File: src/rtl/core_bpu_arbiter_pkg.sv
// Shared types for the branch-resolution arbiter: jump-unit result record
// and the arbiter's squash FSM states.
package core_bpu_arbiter_pkg;

    localparam int RAS_PTR_W = 4;

    typedef struct packed {
        logic [31:0]          pc;
        logic [31:0]          true_target;
        logic [RAS_PTR_W-1:0] ras_ptr;
        logic                 taken;
        logic                 miss;
        logic                 need_update;
    } bpu_correct_t;

    typedef enum logic [0:0] {
        ARB_IDLE   = 1'b0,
        ARB_SQUASH = 1'b1
    } arb_state_e;

    // An entry trains the BPU when it either mispredicted or asked for an update.
    function automatic logic entry_wanted(input bpu_correct_t e);
        return e.need_update | e.miss;
    endfunction

endpackage

File: src/rtl/core_bpu_upd_fifo.sv
// Two-write/one-read FIFO for BPU training updates; slot 0 lands at the lower position.
module core_bpu_upd_fifo
    import core_bpu_arbiter_pkg::*;
#(
    parameter int DEPTH = 8,
    localparam int AW   = $clog2(DEPTH)
) (
    input  logic         clk,
    input  logic         rst,
    input  logic         push0,
    input  bpu_correct_t push0_data,
    input  logic         push1,
    input  bpu_correct_t push1_data,
    input  logic         pop,
    output bpu_correct_t head,
    output logic         head_valid,
    output logic [AW:0]  count
);

    bpu_correct_t mem_r [DEPTH];
    logic [AW-1:0] wr_ptr_r;
    logic [AW-1:0] rd_ptr_r;
    logic [AW:0]   count_r;
    logic [1:0]    n_push_s;
    logic          do_pop_s;
    bpu_correct_t  wr_first_s;

    // Push/pop bookkeeping; a lone slot-1 push takes the first free position.
    always_comb begin
        n_push_s   = {1'b0, push0} + {1'b0, push1};
        do_pop_s   = pop & (count_r != {(AW+1){1'b0}});
        wr_first_s = push0 ? push0_data : push1_data;
    end

    // Storage, pointers and occupancy.
    always_ff @(posedge clk) begin
        if (rst) begin
            wr_ptr_r <= {AW{1'b0}};
            rd_ptr_r <= {AW{1'b0}};
            count_r  <= {(AW+1){1'b0}};
            for (int i = 0; i < DEPTH; i++) begin
                mem_r[i] <= '0;
            end
        end else begin
            if (push0 | push1) begin
                mem_r[wr_ptr_r] <= wr_first_s;
            end
            if (push0 & push1) begin
                mem_r[wr_ptr_r + AW'(1)] <= push1_data;
            end
            wr_ptr_r <= wr_ptr_r + AW'(n_push_s);
            rd_ptr_r <= rd_ptr_r + AW'(do_pop_s);
            count_r  <= count_r + (AW+1)'(n_push_s) - (AW+1)'(do_pop_s);
        end
    end

    assign head       = mem_r[rd_ptr_r];
    assign head_valid = (count_r != {(AW+1){1'b0}});
    assign count      = count_r;

endmodule

File: src/rtl/core_bpu_arbiter.sv
// Picks the redirecting jump-unit result, squashes wrong-path results after a
// redirect, and queues BPU training updates.
module core_bpu_arbiter
    import core_bpu_arbiter_pkg::*;
#(
    parameter int DEPTH      = 8,
    parameter int SQUASH_CYC = 3
) (
    input  logic                 clk,
    input  logic                 rst,
    input  logic [1:0]           valid_i,
    input  bpu_correct_t [1:0]   correct_i,
    output logic                 redirect_o,
    output logic [31:0]          redirect_pc_o,
    output logic [RAS_PTR_W-1:0] redirect_ras_ptr_o,
    output logic                 upd_valid_o,
    input  logic                 upd_ready_i,
    output bpu_correct_t         upd_o,
    output logic                 stall_o
);

    localparam int CNT_W = $clog2(DEPTH) + 1;
    localparam int SQ_W  = (SQUASH_CYC > 1) ? $clog2(SQUASH_CYC) : 1;

    arb_state_e      state_r;
    arb_state_e      state_next_s;
    logic [SQ_W-1:0] sq_cnt_r;
    logic [SQ_W-1:0] sq_cnt_next_s;
    logic            s0_s;
    logic            s1_s;
    logic            win0_s;
    logic            win1_s;
    logic            redirect_s;
    logic            push0_s;
    logic            push1_s;
    logic [CNT_W-1:0] count_s;

    // Slot qualification: a slot-0 miss kills the younger slot 1.
    always_comb begin
        s0_s       = (state_r == ARB_IDLE) & valid_i[0];
        s1_s       = (state_r == ARB_IDLE) & valid_i[1] & ~(s0_s & correct_i[0].miss);
        win0_s     = s0_s & correct_i[0].miss;
        win1_s     = ~win0_s & s1_s & correct_i[1].miss;
        redirect_s = win0_s | win1_s;
        push0_s    = s0_s & entry_wanted(correct_i[0]);
        push1_s    = s1_s & entry_wanted(correct_i[1]);
    end

    // Squash FSM next state: the counter is loaded on entry and IDLE resumes after it reads zero.
    always_comb begin
        state_next_s  = state_r;
        sq_cnt_next_s = sq_cnt_r;
        case (state_r)
            ARB_IDLE: begin
                if (redirect_s) begin
                    state_next_s  = ARB_SQUASH;
                    sq_cnt_next_s = SQ_W'(SQUASH_CYC - 1);
                end else begin
                    state_next_s  = ARB_IDLE;
                end
            end
            ARB_SQUASH: begin
                if (sq_cnt_r == {SQ_W{1'b0}}) begin
                    state_next_s = ARB_IDLE;
                end else begin
                    sq_cnt_next_s = sq_cnt_r - SQ_W'(1);
                end
            end
            default: begin
                state_next_s  = ARB_IDLE;
                sq_cnt_next_s = {SQ_W{1'b0}};
            end
        endcase
    end

    // Squash FSM state register.
    always_ff @(posedge clk) begin
        if (rst) begin
            state_r  <= ARB_IDLE;
            sq_cnt_r <= {SQ_W{1'b0}};
        end else begin
            state_r  <= state_next_s;
            sq_cnt_r <= sq_cnt_next_s;
        end
    end

    // Redirect pulse and target; target and RAS pointer hold until the next redirect.
    always_ff @(posedge clk) begin
        if (rst) begin
            redirect_o         <= 1'b0;
            redirect_pc_o      <= 32'h0000_0000;
            redirect_ras_ptr_o <= {RAS_PTR_W{1'b0}};
        end else begin
            redirect_o <= redirect_s;
            if (redirect_s) begin
                redirect_pc_o      <= win0_s ? correct_i[0].true_target : correct_i[1].true_target;
                redirect_ras_ptr_o <= win0_s ? correct_i[0].ras_ptr : correct_i[1].ras_ptr;
            end
        end
    end

    core_bpu_upd_fifo #(
        .DEPTH (DEPTH)
    ) u_fifo (
        .clk        (clk),
        .rst        (rst),
        .push0      (push0_s),
        .push0_data (correct_i[0]),
        .push1      (push1_s),
        .push1_data (correct_i[1]),
        .pop        (upd_valid_o & upd_ready_i),
        .head       (upd_o),
        .head_valid (upd_valid_o),
        .count      (count_s)
    );

    assign stall_o = (count_s > CNT_W'(DEPTH - 2));

endmodule
File: config.mk
export PLATFORM = sky130hd
export DESIGN_NAME = core_bpu_arbiter
export DESIGN_NICKNAME = d
export VERILOG_FILES = /design/src/rtl/core_bpu_arbiter_pkg.sv /design/src/rtl/core_bpu_upd_fifo.sv /design/src/rtl/core_bpu_arbiter.sv
export SDC_FILE = /design/constraint.sdc
export NUM_CORES = 1
export LEC_CHECK = 0
export ABC_AREA = 1
export BUFFER_PORTS_ARGS = -buffer_cell sky130_fd_sc_hd__buf_2
export CAP_MARGIN = 20
export CORE_UTILIZATION = 56
export CTS_CLUSTER_SIZE = 30
export DETAILED_ROUTE_END_ITERATION = 12
export HOLD_SLACK_MARGIN = 0.02
export PLACE_DENSITY_LB_ADDON = 0.1
export SLEW_MARGIN = 10
export SYNTH_ARGS = -nofsm -noshare
export SYNTH_HDL_FRONTEND = slang
export SYNTH_HIERARCHICAL = 1
export SYNTH_SLANG_ARGS = --single-unit
File: constraint.sdc
create_clock -name clk -period 5.1 [get_ports clk]
set_input_delay 0.765 -clock clk [delete_from_list [all_inputs] [get_ports clk]]
set_output_delay 0.765 -clock clk [all_outputs]
set_load 0.005 [all_outputs]
Word-level counts from Yosys, hierarchy flattened
Memories as Yosys holds them, arrays and structs flattened. A register that Yosys moved wholly into a read port is not among the register bits.
Cells that the tools add are included.
Operators by class
  order comparisons: 1
  eq/ne operators: 2
  muxes and demuxes: 24
  bitwise logic cells: 17
  add/sub/neg operators: 7
  reduce and logical (&&, ||, !) cells: 5
Operators with widths (count)
  2-to-1 mux 71 bit: 3
  OR reduction 71 bit: 2
  2-to-1 mux 32 bit: 1
  2-to-1 mux 1 bit: 12
  AND 1 bit: 11
  2-to-1 mux 3 bit: 3
  adder 4 x 2 -> 4 bit: 1
  greater-than comparator 4 x 3 -> 1 bit, second input constant: 1
  2-to-1 mux 2 bit: 2
  2-to-1 mux 4 bit: 1
  != test 2 bit, second input constant: 2
  OR 1 bit: 4
  one-hot mux 2 bit (2 select lines): 1
  nonzero test 4 bit: 1
  subtractor 4 x 1 -> 4 bit: 1
  adder 3 x 1 -> 3 bit: 1
  adder 3 x 1 -> 3 bit, second input constant: 1
  adder 3 x 2 -> 3 bit: 1
  adder 1 x 1 -> 2 bit: 1
  zero test 2 bit: 1
  inverter 1 bit: 2
  one-hot mux 1 bit (2 select lines): 1
  AND reduction 2 bit: 1
  subtractor 2 x 1 -> 2 bit, second input constant: 1
Storage, ports and cells
  logic and storage cells: 65
  register bits: 50
  memories: 1
  RAM bits: 568
Memory list
  u_fifo.mem_r: depth 8, width 71, rd ports 1, clocked after Yosys merged registers in 1, wr ports 8, line core_bpu_upd_fifo.sv:20  | bpu_correct_t mem_r [DEPTH];

Logic depth before layout (Yosys ltp)
  depth in word-level cells: 12
  gate-level depth with buffers: 17
  gate-level depth less buffers: 14

Modules after synthesis
Netlist, hierarchy kept.
By module, submodules not included
  core_bpu_upd_fifo: instances 1, area an instance 34561.9 µm², cells an instance 4763
  core_bpu_arbiter: instances 1, area an instance 2339.7 µm², cells an instance 354

Worst setup path after synthesis
Ideal clock, no wire load.
  kind: in2reg
  start point: input correct_i[1] (netlist bit)
  end point: memory u_fifo/mem_r[0][0] (netlist bit), enable pin
  library setup time: 0.915 ns
  required time: 4.185 ns
  stages: 14
  data arrival time: 3.973 ns
  path buffers: 5
  setup slack: 0.212 ns
  cells stage by stage: buf_4 > nand3_4 > buf_6 > buf_6 > nand2_1 > buf_2 > inv_2 > clkbuf_1 > ha_1 > nor2_1 > nand2_2 > nor2_4 > inv_1 > nand3_1
RTL lines
  start, declared: line core_bpu_arbiter.sv:12  | input bpu_correct_t [1:0] correct_i,
  end, declared: line core_bpu_upd_fifo.sv:20

==> metrics.md <==
| Metric | Value |
|---|---|
| Area occupied by multi-input gates | 0.0148 mm² |
| Number of fill cells in the layout | 5,806 |
| Postcts setup bufs | 0 |
| Clock Sink Count | 618 |
| Count of final hold-check violations | 0 |
| Gate Count Post-Synth | 5,117 |
| GRT Util Overall | 35.1% |
| 1st-pass router iterations | 6 |
| Status | complete, no violations |
| Avg Cell Area, Syn | 7.21 µm² |
| Commonest non-fill, non-tap cells in the layout | 2,410 x nand2_1, 859 x nand3_1, 594 x inv_1, 568 x edfxtp_1, 256 x buf_2 |
| Commonest non-fill, non-tap cell in the layout | nand2_1 |
| Row Count | 93 |
| Clk Latency, worst-skew pair | 0.61 ns |
| Final Cycle Share | 75.8% |
| Crit-path leading delay family | buffers and inverters |
| Share of cells above drive strength 1 | 9.02% |
| Unrepaired setup endpoints after global routing | false |
| Sequential fraction of the synthesis area | 48.9% |
| WP buf/inv | 3 |
| Io pins | 257 |
| Initial Utilization | 56.9% |
| TritonCTS clock tree | done |
| IO buf count | 256 |
| Most frequent CP cell | nand2_1 |
| Yosys reg bits | 618 |
| Routed vias/inst | 5.62 |
| CTS Root Cell | clkbuf_16 |
| Yosys warns | 6 |
| Worst r2r src | state_r |
| Crit end category | primary output |
| # H-tree levels | 3 |
| Leak | 20.6 nW |
| F_max | 0.259 GHz |
| Final ANT Viol Nets | 0 |
| Critical-path maximum fanout | 156 |
| DPL Wire Length | 60,600 µm |
| WP data required | 4.34 ns |
| Area delta synth->final | 9.71% |
| CTS Buf Count | 70 |
| Worst hold path depth | 1 |
| Initial antenna violation count | 3 |
| DR WL/cell | 19.7 µm |
| Buffers from clock root to sink, at most | 3 |
| Power per Cell Area | 395 mW/mm² |
| Core area | 0.0648 mm² |
| Cell chain of the critical path | inv_8 > buf_4 > nand2_1 > nand3_1 > nand2_1 > nand2_1 > nand2_1 > buf_2 |
| Dominant cells by area after synthesis | edfxtp_1 46%, nand2_1 25%, nand3_1 12% |
| Hold path startpoint | sq_cnt_r[0] |
| RD Place Congestion | 0.803 |
| Netlist Area Pre-Place | 0.0369 mm² |
| R2r endpoint | u_fifo/mem_r[1][32] |
| Vias in the first global route | 31,100 |
| 1st-iter DRT viols | 3,831 |
| Post-Route WL | 119,000 µm |
| Die width | 259 µm |
| Final setup viols | 0 |
| Dominant cell type by area after synthesis | edfxtp_1 |
| First-pass GRT wire length | 181,000 µm |
| Die Y-Extent | 259 µm |
| CP Data Arrival Time | 3.10 ns |
| CP Class | reg -> out |
| Reg clk slew, reported paths | 0.06 ns |
| Die Footprint | 0.0669 mm² |
| Worst hold path endpoint | sq_cnt_r[0] |
| Cts hold-fix bufs | 0 |
| Final count of pins violating max slew | 0 |
| Worst VDD drop | 0.429 mV |
| Slew @ Worst Pin | 1.23 ns |
| Worst slew margin | 18.3% |
| Fin Setup TNS | 0 ns |
| R2r setup slk | 1.35 ns |
| Synth cell types | 26 |
| Largest net degree at the start of global routing | 188 |
| Max cap viols | 0 |
| CP Launch Type | flop |
| Yosys top cell area share | 46.2% |
| Layout Nets | 5,266 |
| Final Util | 62.5% |
| Synth Net Count | 5,277 |
| Worst min-delay path class | reg -> reg |
| Reg area | 0.0181 mm² |
| Vias | 33,800 |
| Critical path's largest stage delay | 0.81 ns |
| Worst path slowest cell | inv_8 |
| # resized after CTS | 0 |
| Clock Skew | 0.0167 ns |
| R2R cell count | 11 |
| Detailed-route DRC error count | 0 |
| Total grt overflow | 0 |
| Launch point of the worst path | u_fifo/rd_ptr_r[0] |
| Minimum clock period | 3.86 ns |
==> Yosys cell counts <==
| master | instances |
|---|---|
| a21oi_1 | 5 |
| buf_4 | 35 |
| inv_2 | 9 |
| nand3b_1 | 36 |
| nand3_4 | 1 |
| nand4_1 | 36 |
| xor2_1 | 1 |
| fa_1 | 2 |
| buf_2 | 151 |
| edfxtp_1 | 568 |
| buf_1 | 116 |
| nand3_2 | 1 |
| a31o_2 | 1 |
| clkinv_1 | 1 |
| o21ai_0 | 1 |
| inv_1 | 594 |
| xnor2_1 | 2 |
| clkbuf_1 | 100 |
| ha_1 | 11 |
| nand2_1 | 2417 |
| buf_6 | 6 |
| nor2_1 | 95 |
| nand3_1 | 861 |
| nor2_4 | 14 |
| dfxtp_1 | 50 |
| nand2_2 | 3 |
==> registers in the layout, summed over array words and instances (netlist names) <==
signal,count
sq_cnt_r,2
redirect_ras_ptr_o,4
state_r,1
redirect_o,1
u_fifo/count,4
u_fifo/mem_r,568
redirect_pc_o,32
u_fifo/rd_ptr_r,3
u_fifo/wr_ptr_r,3
==> kinds of logic (layout without fill, tap and decap cells) <==
kind of cell | Yosys count | after routing | synth area share, %
flip-flops | 618 | 618 | 48.9
adder cells (fa/ha/maj) | 13 | 13 | 0.481
other | 0 | 3 | 0
AO/OA/AOI/OAI | 7 | 7 | 0.105
buffers and inverters | 1012 | 1053 | 11.3
AND/OR/NAND/NOR | 3464 | 3464 | 39.1
XOR/XNOR | 3 | 3 | 0.0712
==> power by group <==
part	internal [mW]	switching, mW	leakage [nW]	total, mW
Clock	2.89	2.08	1.09	4.97
Sequential	5.95	0.154	6.31	6.10
Combinational	1.36	3.56	13.2	4.91
==> cell type report <==
class                           count  share of cell area [%]
Antenna cell                        3                  0.0185
Clock buffer                      100                    5.06
Clock inverter                     24                   0.430
Inverter                          604                    5.64
Multi-Input combinational cell   3487                    36.5
Sequential cell                   618                    44.6
Tap cell                          855                    2.64
Timing Repair Buffer              325                    5.13
==> worst reg2reg max path: stages (launching register included) <==
cell	delay, ns
dfxtp_1	0.33
inv_2	0.10
buf_4	0.41
nand3_1	0.20
nand2_4	0.32
ha_1	0.31
nand2_2	0.12
nor2_4	0.21
buf_4	0.64
buf_4	0.68
nand3_1	0.18
nand2_1	0.10
==> worst max path at each step <==
| stage | end | slack (ns) | cells after the start |
|---|---|---|---|
| 2_1_floorplan | u_fifo/mem_r[0][0] | 0.21 | 14 |
| 3_3_place_gp | u_fifo/mem_r[3][36] | 1.38 | 10 |
| 3_5_place_dp | u_fifo/mem_r[3][31] | 1.31 | 10 |
| 4_1_cts | upd_o[36] | 1.25 | 8 |
| 5_1_grt | upd_o[36] | 1.13 | 8 |
| 6_report | upd_o[37] | 1.24 | 8 |
==> stage by stage <==
stage | cell area (µm²) | hold WS (ns) | setup WS (ns) | std cells | power (mW)
CTS | 40400 | 0.458 | 1.25 | 6011 | 15.9
global route | 40500 | 0.498 | 1.13 | 6014 | 16.7
finish | 40500 | 0.462 | 1.24 | 6016 | 16.0
detailed placement | 38200 | 0.448 | 1.31 | 5887 | 11.0
global placement | 38200 | 0.443 | 1.38 | 5887 | 10.9
floorplan | 36900 | 0.426 | 0.212 | 5117 | 9.33
==> metal layers <==
layer / GRT usage [%] / up-vias / routed length, µm
met5: 0 / - / 20
met4: 14.6 / 2 / 4290
met3: 5.53 / 320 / 13200
met2: 57.1 / 2049 / 54900
met1: 46.9 / 15400 / 46400
li1: - / 16000 / -
Note: power is estimated with default switching activity, not from simulation.
